## src/rtl/radio_ctrl_sync.sv

```systemverilog
// radio_ctrl_sync: carries NUM_CH asynchronous radio control bits into the
// clk domain through a SYNC_STAGES-flop synchroniser and a per-channel
// debounce filter. It produces registered rise/fall event pulses.
// While iso_i is high the outputs clamp to CLAMP_VAL. After release, a settle
// phase runs before the outputs track the inputs again.
// Optional build macro: RADIO_SYNC_GLITCH_CNT_EN adds an aborted-debounce
// counter (glitch_clr_i / glitch_cnt_o).
module radio_ctrl_sync #(
  parameter int unsigned       NUM_CH       = 2,
  parameter int unsigned       SYNC_STAGES  = 2,
  parameter int unsigned       DEBOUNCE_CYC = 0,
  parameter logic [NUM_CH-1:0] CLAMP_VAL    = '0
) (
  input  logic              clk,
  input  logic              arst,
  input  logic              iso_i,
  input  logic [NUM_CH-1:0] async_i,
  output logic [NUM_CH-1:0] sync_o,
  output logic [NUM_CH-1:0] rise_o,
  output logic [NUM_CH-1:0] fall_o,
  output logic              ready_o
`ifdef RADIO_SYNC_GLITCH_CNT_EN
  ,
  input  logic              glitch_clr_i,
  output logic [7:0]        glitch_cnt_o
`endif
);

  localparam int unsigned CW         = (DEBOUNCE_CYC > 0) ? $clog2(DEBOUNCE_CYC + 1) : 1;
  localparam int unsigned SETTLE_LEN = SYNC_STAGES + DEBOUNCE_CYC;
  localparam int unsigned SW         = $clog2(SETTLE_LEN + 1);
  localparam logic [CW-1:0] CNT_MAX     = CW'(DEBOUNCE_CYC);
  localparam logic [SW-1:0] SETTLE_LAST = SW'(SETTLE_LEN - 1);

  typedef enum logic [1:0] {ST_SETTLE, ST_RUN, ST_ISO} state_e;

  state_e                             state_q, state_d;
  logic [SW-1:0]                      settle_q, settle_d;
  logic [SYNC_STAGES-1:0][NUM_CH-1:0] chain_q, chain_d;
  logic [NUM_CH-1:0][CW-1:0]          cnt_q, cnt_d;
  logic [NUM_CH-1:0]                  out_q, out_d;
  logic [NUM_CH-1:0]                  rise_q, rise_d;
  logic [NUM_CH-1:0]                  fall_q, fall_d;
  logic [NUM_CH-1:0]                  s;

  // Synchroniser shift chain; stage 1 sees the clamp value while isolated.
  always_comb begin
    chain_d[0] = iso_i ? CLAMP_VAL : async_i;
    for (int unsigned k = 1; k < SYNC_STAGES; k++) begin
      chain_d[k] = chain_q[k-1];
    end
  end

  assign s = chain_q[SYNC_STAGES-1];

  // Next-state, debounce and event logic. Isolation overrides everything last.
  always_comb begin
    state_d  = state_q;
    settle_d = settle_q;
    cnt_d    = cnt_q;
    out_d    = out_q;
    rise_d   = '0;
    fall_d   = '0;
    case (state_q)
      ST_RUN: begin
        for (int unsigned ch = 0; ch < NUM_CH; ch++) begin
          if (s[ch] != out_q[ch]) begin
            if (cnt_q[ch] == CNT_MAX) begin
              out_d[ch]  = s[ch];
              cnt_d[ch]  = '0;
              rise_d[ch] = s[ch];
              fall_d[ch] = ~s[ch];
            end else begin
              cnt_d[ch] = cnt_q[ch] + CW'(1);
            end
          end else begin
            cnt_d[ch] = '0;
          end
        end
      end
      ST_ISO: begin
        out_d = CLAMP_VAL;
        cnt_d = '0;
        if (!iso_i) begin
          state_d  = ST_SETTLE;
          settle_d = '0;
        end
      end
      default: begin
        cnt_d    = '0;
        settle_d = settle_q + SW'(1);
        if (settle_q == SETTLE_LAST) begin
          state_d = ST_RUN;
        end
      end
    endcase
    // The clamp beats a debounce completing on the same edge; no pulse escapes.
    if (iso_i) begin
      state_d  = ST_ISO;
      settle_d = '0;
      out_d    = CLAMP_VAL;
      cnt_d    = '0;
      rise_d   = '0;
      fall_d   = '0;
    end
  end

  // State, synchroniser, counters and registered outputs.
  always_ff @(posedge clk or posedge arst) begin
    if (arst) begin
      state_q  <= ST_SETTLE;
      settle_q <= '0;
      chain_q  <= '0;
      cnt_q    <= '0;
      out_q    <= CLAMP_VAL;
      rise_q   <= '0;
      fall_q   <= '0;
    end else begin
      state_q  <= state_d;
      settle_q <= settle_d;
      chain_q  <= chain_d;
      cnt_q    <= cnt_d;
      out_q    <= out_d;
      rise_q   <= rise_d;
      fall_q   <= fall_d;
    end
  end

  assign sync_o  = out_q;
  assign rise_o  = rise_q;
  assign fall_o  = fall_q;
  assign ready_o = (state_q == ST_RUN);

`ifdef RADIO_SYNC_GLITCH_CNT_EN
  logic [7:0] glitch_q, glitch_d;

  // Saturating sum of debounces aborted by the synced value reverting.
  always_comb begin
    glitch_d = glitch_q;
    if (state_q == ST_RUN) begin
      for (int unsigned ch = 0; ch < NUM_CH; ch++) begin
        if ((cnt_q[ch] != '0) && (s[ch] == out_q[ch]) && (glitch_d != 8'hFF)) begin
          glitch_d = glitch_d + 8'd1;
        end
      end
    end
    if (glitch_clr_i) begin
      glitch_d = '0;
    end
  end

  // Glitch counter register.
  always_ff @(posedge clk or posedge arst) begin
    if (arst) begin
      glitch_q <= '0;
    end else begin
      glitch_q <= glitch_d;
    end
  end

  assign glitch_cnt_o = glitch_q;
`endif

endmodule

```

## config.mk

```make
export PLATFORM = sky130hd
export DESIGN_NAME = radio_ctrl_sync
export DESIGN_NICKNAME = d
export VERILOG_FILES = /design/src/rtl/radio_ctrl_sync.sv
export SDC_FILE = /design/constraint.sdc
export NUM_CORES = 1
export LEC_CHECK = 0
export ABC_AREA = 1
export CAP_MARGIN = 20
export CORE_ASPECT_RATIO = 0.75
export CORE_MARGIN = 1.5
export CORE_UTILIZATION = 35
export CTS_BUF_LIST = sky130_fd_sc_hd__clkbuf_16
export CTS_CLUSTER_DIAMETER = 100
export DETAILED_ROUTE_END_ITERATION = 7
export PLACE_DENSITY_LB_ADDON = 0.08
export SLEW_MARGIN = 10
export SYNTH_ARGS = -nofsm -noshare
export SYNTH_HDL_FRONTEND = slang
export SYNTH_SLANG_ARGS = --single-unit
```

## constraint.sdc

```tcl
create_clock -name clk -period 1 [get_ports clk]
set_input_delay 0.15 -clock clk [delete_from_list [all_inputs] [get_ports clk]]
set_output_delay 0.15 -clock clk [all_outputs]
set_load 0.005 [all_outputs]
```

==> metrics.md, run 1 <==
| Metric | Value |
|---|---|
| Status | `finished, violations left` |
| Failing checks | `setup timing` |
| IO Pins | `12` |
| Die height | `39.8 um` |
| Fraction of layout cells with a size suffix above 1 | `38.1%` |
| Via count | `493` |
| IO buf count | `11` |
| TritonCTS clock tree | `built` |
| Net switching power | `301 uW` |
| Wire length on met2 | `553 um` |
| Slew @ Worst Pin | `0.263 ns` |
| M1 WL | `534 um` |
| Slew Viols, Final | `0` |
| Layout fillers | `148` |
| Number of global-route vias before repair | `460` |
| Initial antenna violation count | `0` |
| CTS root buf | `clkbuf_16` |
| Final WS setup | `-0.120 ns` |
| HPWL Detailed | `786 um` |
| Commonest cells post-synth | `dfrtp_1, inv_1, nand2_1` |
| Clk_skew | `0.00148 ns` |
| Net count after synthesis | `78` |
| Synth area leaders | `dfrtp_1, ha_1, inv_1, nand2_1, nor2_1` |
| Post-Synth XOR/XNOR Area | `0%` |
| Final Instance Count excl. Fillers | `119` |
| Crit-path slowest cell | `dfrtp_1` |
| Crit path DAT | `1.29 ns` |
| Worst-path clk slew | `0.04 ns` |
| Yosys top cell area share | `55.4%` |
| Total track usage | `14.4%` |
| Tot Pwr | `1480 uW` |
| Cells after DPL | `109` |
| Die ar. | `2070 um^2` |
| Cell area after layout | `1030 um^2` |
| Clock share of power | `50.2%` |
| Wire per inst | `9.68 um` |
| Nature of the critical path endpoint | `register` |
| Most used DFF post-synth | `dfrtp_1` |
| First-pass GRT wire length | `2000 um` |
| WL final | `1150 um` |
| Vias per cell | `4.14` |
| Antenna Violating Nets Remaining | `0` |
| Chip width | `52.1 um` |
| Crit path cell chain | `buf_6 -> inv_4 -> ha_4 -> inv_2 -> nand3_2 -> nand2_1 -> nand2_1 -> nor2_1` |
| CTS Hold Buffers Added | `0` |
| Max FO, Critical Path | `2` |
| DR pass1 iterations | `4` |
| Maximum VDD drop | `1.40 mV` |
| Top Layer Used | `met3` |
| Number of H-tree levels | `1` |
| Syn Std Cell Area | `632 um^2` |
| Crit Reg-Reg Startpoint | `sync_o[1]$_DFFE_PP0P_` |
| Worst skew pair latency | `0.24 ns` |
| #FFs+latches synth | `14` |
| EDFF count, synth | `0` |
| Area after DPL | `832 um^2` |
| Maxcap violations | `0` |
| Layout Nets | `108` |
| # setup viols final | `5` |
| WS Path Type | `register to register` |
| DR DRC count | `0` |
| Multi-input gate area | `264 um^2` |
| GRT overflow | `0` |
| Synth warnings | `0` |
| FF/Latch Area | `350 um^2` |
| Largest net degree at the start of global routing | `15` |
| CTS Sinks | `14` |
| Adder-Cell Fraction of Synth Area | `9.90%` |
| Synth async-reset ratio | `100%` |
| Period utilization | `112%` |
| Main combinational cell family by area after synthesis | `simple AND/OR/NAND/NOR gates` |
| Reg2reg setup slack | `-0.12 ns` |
| Tmin final | `1.12 ns` |
| Starting Density | `37.0%` |
| Core Region | `1710 um^2` |
| Worst R2R End | `sync_o[1]$_DFFE_PP0P_` |
| Gp weighted congestion | `0.709` |
| Ant. Diodes | `0` |
| Final Hold Fails | `0` |
| Switching part of the total | `20.3%` |
| Sequential element share of the synthesized area | `55.4%` |
| Mapped Avg Cell Area | `9.29 um^2` |
| Worst EP required | `1.17 ns` |
| Max clock buf depth | `2` |
| Power per cell area | `1440 nW/um^2` |
| Proportion of synthesized area in mux cells | `0%` |
| Cells after Synth | `68` |
| Synth area leader | `dfrtp_1` |
| Bufs and invs on worst path | `3` |
| Pre-CTS setup slack | `-0.153 ns` |
| Max-slew headroom | `82.4%` |
| CP delay by family, top | `flip-flops` |
| Synth unique cells | `12` |
| # rows | `13` |
| Leakage power | `0.000519 uW` |
| Max frequency | `893 MHz` |
| TritonCTS Buffers | `3` |
| Compound-Gate Fraction of Synth Area | `4.95%` |
| Worst hold-check path type | `input port to async pin` |
| Layout area overhead | `63.0%` |
| Layout Utilization | `60.3%` |
| Met3 Routed Length | `65 um` |
| Critical path's largest stage delay | `0.38 ns` |
| Comb pwr share | `9.2%` |
| Part of the power in registers | `40.6%` |
| Reg2Reg Depth | `8` |
| RSZ-0062 raised after global routing | `yes` |
| CP most frequent cell | `nand2_1` |
| Startpoint types | `register` |
| Initial DRC count | `7` |
| Cell Int Power | `1180 uW` |
| Post-Synth Simple-Gate Area | `19.4%` |
[worst max path at each step]
stage,start,endpoint,slack (ns),depth (start not counted)
5_1_grt,sync_o[1]$_DFFE_PP0P_,sync_o[1]$_DFFE_PP0P_,-0.19,8
4_1_cts,sync_o[1]$_DFFE_PP0P_,sync_o[1]$_DFFE_PP0P_,-0.15,8
6_report,sync_o[1]$_DFFE_PP0P_,sync_o[1]$_DFFE_PP0P_,-0.12,8
2_1_floorplan,sync_o[1]$_DFFE_PP0P_,sync_o[1]$_DFFE_PP0P_,-0.04,6
3_3_place_gp,state_q[1]$_DFFE_PP0P_,ready_o,-0.14,2
3_5_place_dp,state_q[1]$_DFFE_PP0P_,ready_o,-0.15,2
[registers in the layout, summed over array words and instances, names as in the netlist]
signal	flops
s	2
state_q	2
chain_d	2
fall_o	2
sync_o	2
settle_q	2
rise_o	2
[timing repair]
item / CTS / global route
endpoints found under the setup margin: 11 / 12
pin swaps: 5 / 5
setup buffers: 5 / 1
gates resized for setup: 25 / 15
[cells in the final DEF, fill, tap and decap left out]
master	n
a21oi_4	1
buf_4	10
buf_6	7
clkbuf_16	3
clkbuf_2	1
clkdlybuf4s15_1	4
clkdlybuf4s50_1	4
clkinv_1	1
dfrtp_1	14
ha_1	2
ha_2	1
ha_4	2
inv_1	10
inv_2	2
inv_4	4
nand2_1	12
nand2_2	1
nand3_1	2
nand3_2	3
nor2_1	9
nor2_2	1
nor2_4	1
o21a_1	1
o31ai_1	1
[per-layer routing]
| metal | track usage (%) | vias to the layer above |
|---|---|---|
| li1 | - | 257 |
| met1 | 17.0 | 224 |
| met2 | 23.4 | 12 |
| met3 | 6.87 | 0 |
| met4 | 3.95 | 0 |
| met5 | 0 | - |
[layout make-up]
| type | count | area share, % |
|---|---|---|
| Clock inverter | 1 | 0.365 |
| Multi-Input combinational cell | 37 | 25.6 |
| Sequential cell | 14 | 34.0 |
| Clock buffer | 3 | 7.29 |
| Tap cell | 22 | 2.67 |
| Timing Repair Buffer | 26 | 23.2 |
| Inverter | 16 | 6.80 |
[worst min-delay path: stages]
cell             delay [ns]
clkdlybuf4s50_1        0.40
inv_1                  0.05
buf_4                  0.21
[power groups by stage]
stage / sequential [uW] / combinational, uW / clock [uW]
after floorplan: 608 / 58.8 / 0
after global placement: 606 / 117 / 0
after detailed placement: 607 / 119 / 0
after CTS: 599 / 127 / 765
after global routing: 603 / 155 / 802
final: 601 / 137 / 744
[kinds of logic after synthesis]
group | Yosys count
fa+ha+maj | 5
flops | 14
buf+inv | 17
compound gates | 3
simple gates | 29
[per-stage QoR]
stage                     TNS (ns)  hold WS [ns]
after floorplan            -0.0582        0.0392
after global placement       -1.19         0.333
after detailed placement     -1.32         0.336
after CTS                   -0.381         0.215
after global routing        -0.680         0.240
final                       -0.257         0.210
Power figures use the tool's default switching activity.
==> run 2, diff against run 1 <==
Settings changed: SETUP_SLACK_MARGIN from default to 0.5.
Clock period 1 ns to 1.4 ns, I/O delays scaled along.
==> metrics.md, run 2 (synthesis gave the netlist of run 1 again) <==
| Metric | Value |
|---|---|
| Maximum VDD drop | `0.871 mV (-38%)` |
| TritonCTS clock tree | `built` |
| Most frequent cells in the layout | `dfrtp_1, nand2_1, inv_1` |
| Met1 usage | `16.5% (-0.51 points)` |
| Antenna Violating Nets Remaining | `0 (unchanged)` |
| Cells after DPL | `103 (-5.5%)` |
| Number of global-route vias before repair | `467 (+1.5%)` |
| Worst-path clk slew | `0.04 ns (about the same)` |
| Worst skew pair latency | `0.24 ns (about the same)` |
| Nature of the critical path endpoint | `output port` |
| Power per cell area | `1080 nW/um^2 (-25%)` |
| Largest net degree at the start of global routing | `15 (unchanged)` |
| Tmin final | `1.11 ns` |
| Startpoint types | `register` |
| Vias per cell | `4.14 (about the same)` |
| Die height | `39.8 um (unchanged)` |
| Number of H-tree levels | `1 (unchanged)` |
| Slew @ Worst Pin | `0.322 ns (+0.0591 ns)` |
| Layout area overhead | `51.7%` |
| Crit path cell chain | `nor2_4 -> buf_2` |
| Max-slew headroom | `78.5% (-3.9 points)` |
| Chip width | `52.1 um (unchanged)` |
| FF/Latch Area | `352 um^2 (+0.36%)` |
| Crit Reg-Reg Startpoint | `sync_o[1]$_DFFE_PP0P_` |
| Maxcap violations | `0 (unchanged)` |
| CTS Sinks | `14 (unchanged)` |
| CTS Hold Buffers Added | `0 (unchanged)` |
| DR pass1 iterations | `4 (unchanged)` |
| Ant. Diodes | `0 (unchanged)` |
| Layout fillers | `144 (-2.7%)` |
| Busiest layer in global routing | `met2` |
| Core Region | `1710 um^2 (unchanged)` |
| Layout Nets | `104 (-3.7%)` |
| Pre-CTS setup slack | `0.112 ns (+0.265 ns)` |
| IO Pins | `12 (unchanged)` |
| GRT overflow | `0 (unchanged)` |
| Initial DRC count | `6 (-1)` |
| # setup viols final | `0 (-5)` |
| Met2 Track Usage GR | `25.3% (+1.9 points)` |
| HPWL Detailed | `737 um (-6.2%)` |
| RSZ-0062 raised after global routing | `yes` |
| Multi-input gate area | `259 um^2 (-1.9%)` |
| Worst EP required | `1.19 ns (+0.02 ns)` |
| Met3 usage in global routing | `6.87% (unchanged)` |
| TritonCTS Buffers | `3 (unchanged)` |
| Max FO, Critical Path | `2 (unchanged)` |
| Max clock buf depth | `2 (unchanged)` |
| WL final | `1170 um (+1.6%)` |
| Worst hold-check path type | `input port to async pin` |
| Reg2Reg Depth | `8 (unchanged)` |
| First-pass GRT wire length | `2040 um (+1.7%)` |
| Wire per inst | `10.3 um (+6.1%)` |
| DR DRC count | `0 (unchanged)` |
| # rows | `13 (unchanged)` |
| Critical path's largest stage delay | `0.42 ns (+0.04 ns)` |
| Worst R2R End | `sync_o[1]$_DFFE_PP0P_` |
| Crit path DAT | `0.90 ns (-0.39 ns)` |
| Final WS setup | `0.294 ns (+0.413 ns)` |
| Period utilization | `79.0%` |
| CP startpoint | `state_q[1]$_DFFE_PP0P_` |
| Clk_skew | `0.00193 ns (+0.000453 ns)` |
| Reg2reg setup slack | `0.32 ns (+0.44 ns)` |
| IO buf count | `11 (unchanged)` |
| Max frequency | `904 MHz` |
| Critical path endpoint | `ready_o` |
| Total track usage | `15.2% (+0.83 points)` |
| Status | `complete, no violations` |
| Gp weighted congestion | `0.713 (+0.58%)` |
| CTS root buf | `clkbuf_16` |
| Leading cell type in the layout, fill and taps excluded | `dfrtp_1` |
| Setup tns final | `0 ns (+0.257 ns)` |
| Crit-path slowest cell | `dfrtp_2` |
| Fraction of layout cells with a size suffix above 1 | `40.2% (+2.1 points)` |
| WS Path Type | `register to output port` |
| Die ar. | `2070 um^2 (unchanged)` |
| Starting Density | `37.0% (unchanged)` |
| Final Hold Fails | `0 (unchanged)` |
| Final Instance Count excl. Fillers | `114 (-4.2%)` |
| Initial antenna violation count | `0 (unchanged)` |
| Slew Viols, Final | `0 (unchanged)` |
| Via count | `472 (-4.3%)` |
| Leakage power | `0.000501 uW (-3.4%)` |
run 2: cell count changes in the layout (fill, tap and decap cells not counted):
cell,change
buf_4,-4
dlygate4sd2_1,+1
nand3_2,-1
clkdlybuf4s15_1,-4
dfrtp_1,-1
dfrtp_2,+1
clkinv_1,-1
buf_2,+7
clkbuf_2,-1
nand3_1,+1
buf_6,-2
clkdlybuf4s50_1,-1
run 2: worst min path at each step:
stage / from / end / slack (ns) / cells past startpoint
2_1_floorplan: arst / chain_d[2]$_DFF_PP0_ / 0.1 / 1
3_3_place_gp: chain_d[2]$_DFF_PP0_ / s[0]$_DFF_PP0_ / 0.33 / 0
3_5_place_dp: chain_d[2]$_DFF_PP0_ / s[0]$_DFF_PP0_ / 0.33 / 0
4_1_cts: arst / state_q[0]$_DFFE_PP0P_ / 0.28 / 3
5_1_grt: arst / fall_o[1]$_DFF_PP0_ / 0.30 / 3
6_report: arst / fall_o[1]$_DFF_PP0_ / 0.27 / 3
run 2: layout make-up:
cell class | count | share of cell area [%]
repair buffers | 22 | 18.3
well taps | 22 | 2.87
flip-flops and latches | 14 | 36.7
multi-input cells | 37 | 27.0
clock buffers | 3 | 7.83
inverters | 16 | 7.31
run 2: layer usage:
| metal | up-vias | wire (um) |
|---|---|---|
| met5 | - | 0 |
| met4 | 0 | 0 |
| met3 | 0 | 95 |
| met2 | 14 | 551 |
| met1 | 209 | 523 |
| li1 | 249 | - |
run 2: per-stage QoR:
step / utilization (%) / power, uW / area (um^2) / hold slack (ns)
CTS: 55.1 / 1050 / 941 / 0.285
detailed placement: 46.1 / 506 / 787 / 0.335
finish: 56.1 / 1040 / 958 / 0.273
global route: 56.1 / 1100 / 958 / 0.301
global placement: 46.1 / 505 / 787 / 0.331
floorplan: - / 476 / 632 / 0.0992
run 2: worst max-delay path, delay by kind of cell, from the launching register on:
| family | cells | cell delay [ns] |
|---|---|---|
| flip-flops | 1 | 0.42 |
| buffers and inverters | 1 | 0.12 |
| AND/OR/NAND/NOR | 1 | 0.12 |
run 2: report_power, final:
part           internal [uW]  switching, uW
registers                420           10.2
clock network            372            146
logic                   43.4           47.3
run 2: what timing repair did:
| item | in CTS | in global routing |
|---|---|---|
| buffers inserted | 7 | 1 |
| hold endpoints to repair | 0 | 0 |
| pin swaps | 8 | 4 |
| endpoints found under the setup margin | 17 | 17 |
| gates resized for setup | 47 | 3 |
==> run 3, diff against run 2 <==
Clock period 1.4 ns to 0.9 ns, I/O delays scaled along.
==> metrics.md, run 3 (synthesis gave the netlist of run 1 again) <==
| Metric | Value |
|---|---|
| # rows | `13 (unchanged)` |
| Worst EP required | `1.07 ns (-0.12 ns)` |
| DR pass1 iterations | `2 (-2)` |
| Max-slew headroom | `87.4% (+8.9 points)` |
| Via count | `497 (+5.3%)` |
| CTS Hold Buffers Added | `0 (unchanged)` |
| CTS root buf | `clkbuf_16` |
| Layout area overhead | `69.5%` |
| Crit Reg-Reg Startpoint | `sync_o[0]$_DFFE_PP0P_` |
| Bufs and invs on worst path | `4 (+3)` |
| Vias per cell | `4.18 (+0.87%)` |
| Slew Viols, Final | `0 (unchanged)` |
| Chip width | `52.1 um (unchanged)` |
| Clk_skew | `0.00250 ns (+0.000566 ns)` |
| CP startpoint | `sync_o[0]$_DFFE_PP0P_` |
| Fraction of layout cells with a size suffix above 1 | `53.6% (+13 points)` |
| Nature of the critical path endpoint | `register` |
| # setup viols final | `9 (+9)` |
| DR DRC count | `0 (unchanged)` |
| Power per cell area | `1570 nW/um^2 (+45%)` |
| Setup tns final | `-1.05 ns (-1.05 ns)` |
| Largest net degree at the start of global routing | `15 (unchanged)` |
| Tot Pwr | `1680 uW (+62%)` |
| CTS Sinks | `14 (unchanged)` |
| IO buf count | `11 (unchanged)` |
| Initial DRC count | `7 (+1)` |
| First-pass GRT wire length | `2110 um (+3.7%)` |
| Worst hold-check path type | `input port to async pin` |
| Most frequent cells in the layout | `dfrtp_1, inv_1, nand2_1, buf_4` |
| Maxcap violations | `0 (unchanged)` |
| Starting Density | `37.0% (unchanged)` |
| Leading cell type in the layout, fill and taps excluded | `dfrtp_1` |
| CP most frequent cell | `inv_4` |
| Reg2Reg Depth | `8 (unchanged)` |
| Max frequency | `916 MHz` |
| Pre-CTS setup slack | `-0.259 ns (-0.371 ns)` |
| Total track usage | `15.5% (+0.29 points)` |
| Slew @ Worst Pin | `0.187 ns (-0.135 ns)` |
| HPWL Detailed | `836 um (+13%)` |
| Initial antenna violation count | `0 (unchanged)` |
| Number of global-route vias before repair | `484 (+3.6%)` |
| Wire per inst | `10.6 um (+3.2%)` |
| Failing checks | `setup timing` |
| Die ar. | `2070 um^2 (unchanged)` |
| Antenna Violating Nets Remaining | `0 (unchanged)` |
| Final WS setup | `-0.192 ns (-0.486 ns)` |
| Tmin final | `1.09 ns` |
| Core Region | `1710 um^2 (unchanged)` |
| WS Path Type | `register to register` |
| Worst skew pair latency | `0.24 ns (about the same)` |
| Status | `finished, violations left` |
| Max clock buf depth | `2 (unchanged)` |
| Crit path DAT | `1.27 ns (+0.37 ns)` |
| Startpoint types | `register` |
| TritonCTS Buffers | `3 (unchanged)` |
| Crit-path slowest cell | `dfrtp_1` |
| Critical path's largest stage delay | `0.39 ns (-0.03 ns)` |
| Crit path cell chain | `buf_6 -> inv_4 -> ha_4 -> inv_4 -> nand3_2 -> nand2_1 -> inv_1 -> nor2_1` |
| Worst-path clk slew | `0.05 ns (about the same)` |
| Ant. Diodes | `0 (unchanged)` |
| Gp weighted congestion | `0.737 (+3.4%)` |
| Max FO, Critical Path | `2 (unchanged)` |
| Period utilization | `121%` |
| RSZ-0062 raised after global routing | `yes` |
| TritonCTS clock tree | `built` |
| Die height | `39.8 um (unchanged)` |
| Reg2reg setup slack | `-0.19 ns (-0.51 ns)` |
| Leakage power | `0.000533 uW (+6.3%)` |
| Worst hold slack | `0.207 ns (-0.0658 ns)` |
| WL final | `1260 um (+7.7%)` |
| Worst R2R End | `sync_o[0]$_DFFE_PP0P_` |
| Layout Nets | `108 (+3.8%)` |
| CP delay by family, top | `flip-flops` |
| Final Hold Fails | `0 (unchanged)` |
| Number of H-tree levels | `1 (unchanged)` |
| Maximum VDD drop | `1.37 mV (+58%)` |
| GRT overflow | `0 (unchanged)` |
| IO Pins | `12 (unchanged)` |
==> run 3: changes by cell type in the layout (fill, tap and decap cells not counted), sizes merged <==
cell,change
buf,+4
clkdlybuf4s15,+1
clkdlybuf4s50,-2
clkinv,+1
dlygate4sd2,+1
==> run 3: worst max-delay path by stage <==
stage	depth (start not counted)	slack (ns)	end
after floorplan	6	-0.14	sync_o[1]$_DFFE_PP0P_
final	8	-0.19	sync_o[0]$_DFFE_PP0P_
after CTS	8	-0.19	sync_o[0]$_DFFE_PP0P_
after global placement	4	-0.25	sync_o[0]$_DFFE_PP0P_
after global routing	8	-0.28	sync_o[0]$_DFFE_PP0P_
after detailed placement	4	-0.26	sync_o[0]$_DFFE_PP0P_
==> run 3: stage by stage <==
| step | area [um^2] | utilization (%) | std cells |
|---|---|---|---|
| detailed placement | 856 | 50.1 | 110 |
| CTS | 1020 | 59.5 | 118 |
| global placement | 856 | 50.1 | 110 |
| global route | 1070 | 62.7 | 119 |
| finish | 1070 | 62.7 | 119 |
| floorplan | 642 | - | 68 |
==> run 3: worst min-delay path, delay by kind of cell <==
family | cells | cell delay (ns)
buf+inv | 3 | 0.65
==> run 3: area by class of cell <==
type	count	area [um^2]
timing repair buffer	26	226
clock inverter	1	3.75
fill	140	637
multi-input combinational	37	314
clock buffer	3	75.1
sequential	14	352
inverter	16	72.6
tap	22	27.5
==> run 3: power breakdown <==
part           total, uW  switching (uW)  internal (uW)
sequential           668            15.6            653
clock                833             246            586
combinational        177            90.9           85.6
total               1680             353           1320
==> run 3: repair_timing <==
action,CTS,global route
gates resized for setup,53,15
endpoints found under the setup margin,21,19
pin swaps,13,5
setup buffers,4,1
==> run 3: routing by layer <==
metal  up-vias  track usage [%]  wire length (um)
li1        261                -                 -
met1       223             17.5               545
met2        11             25.0               615
met3         2             6.87                87
met4         0             7.89                12
met5         -                0                 0
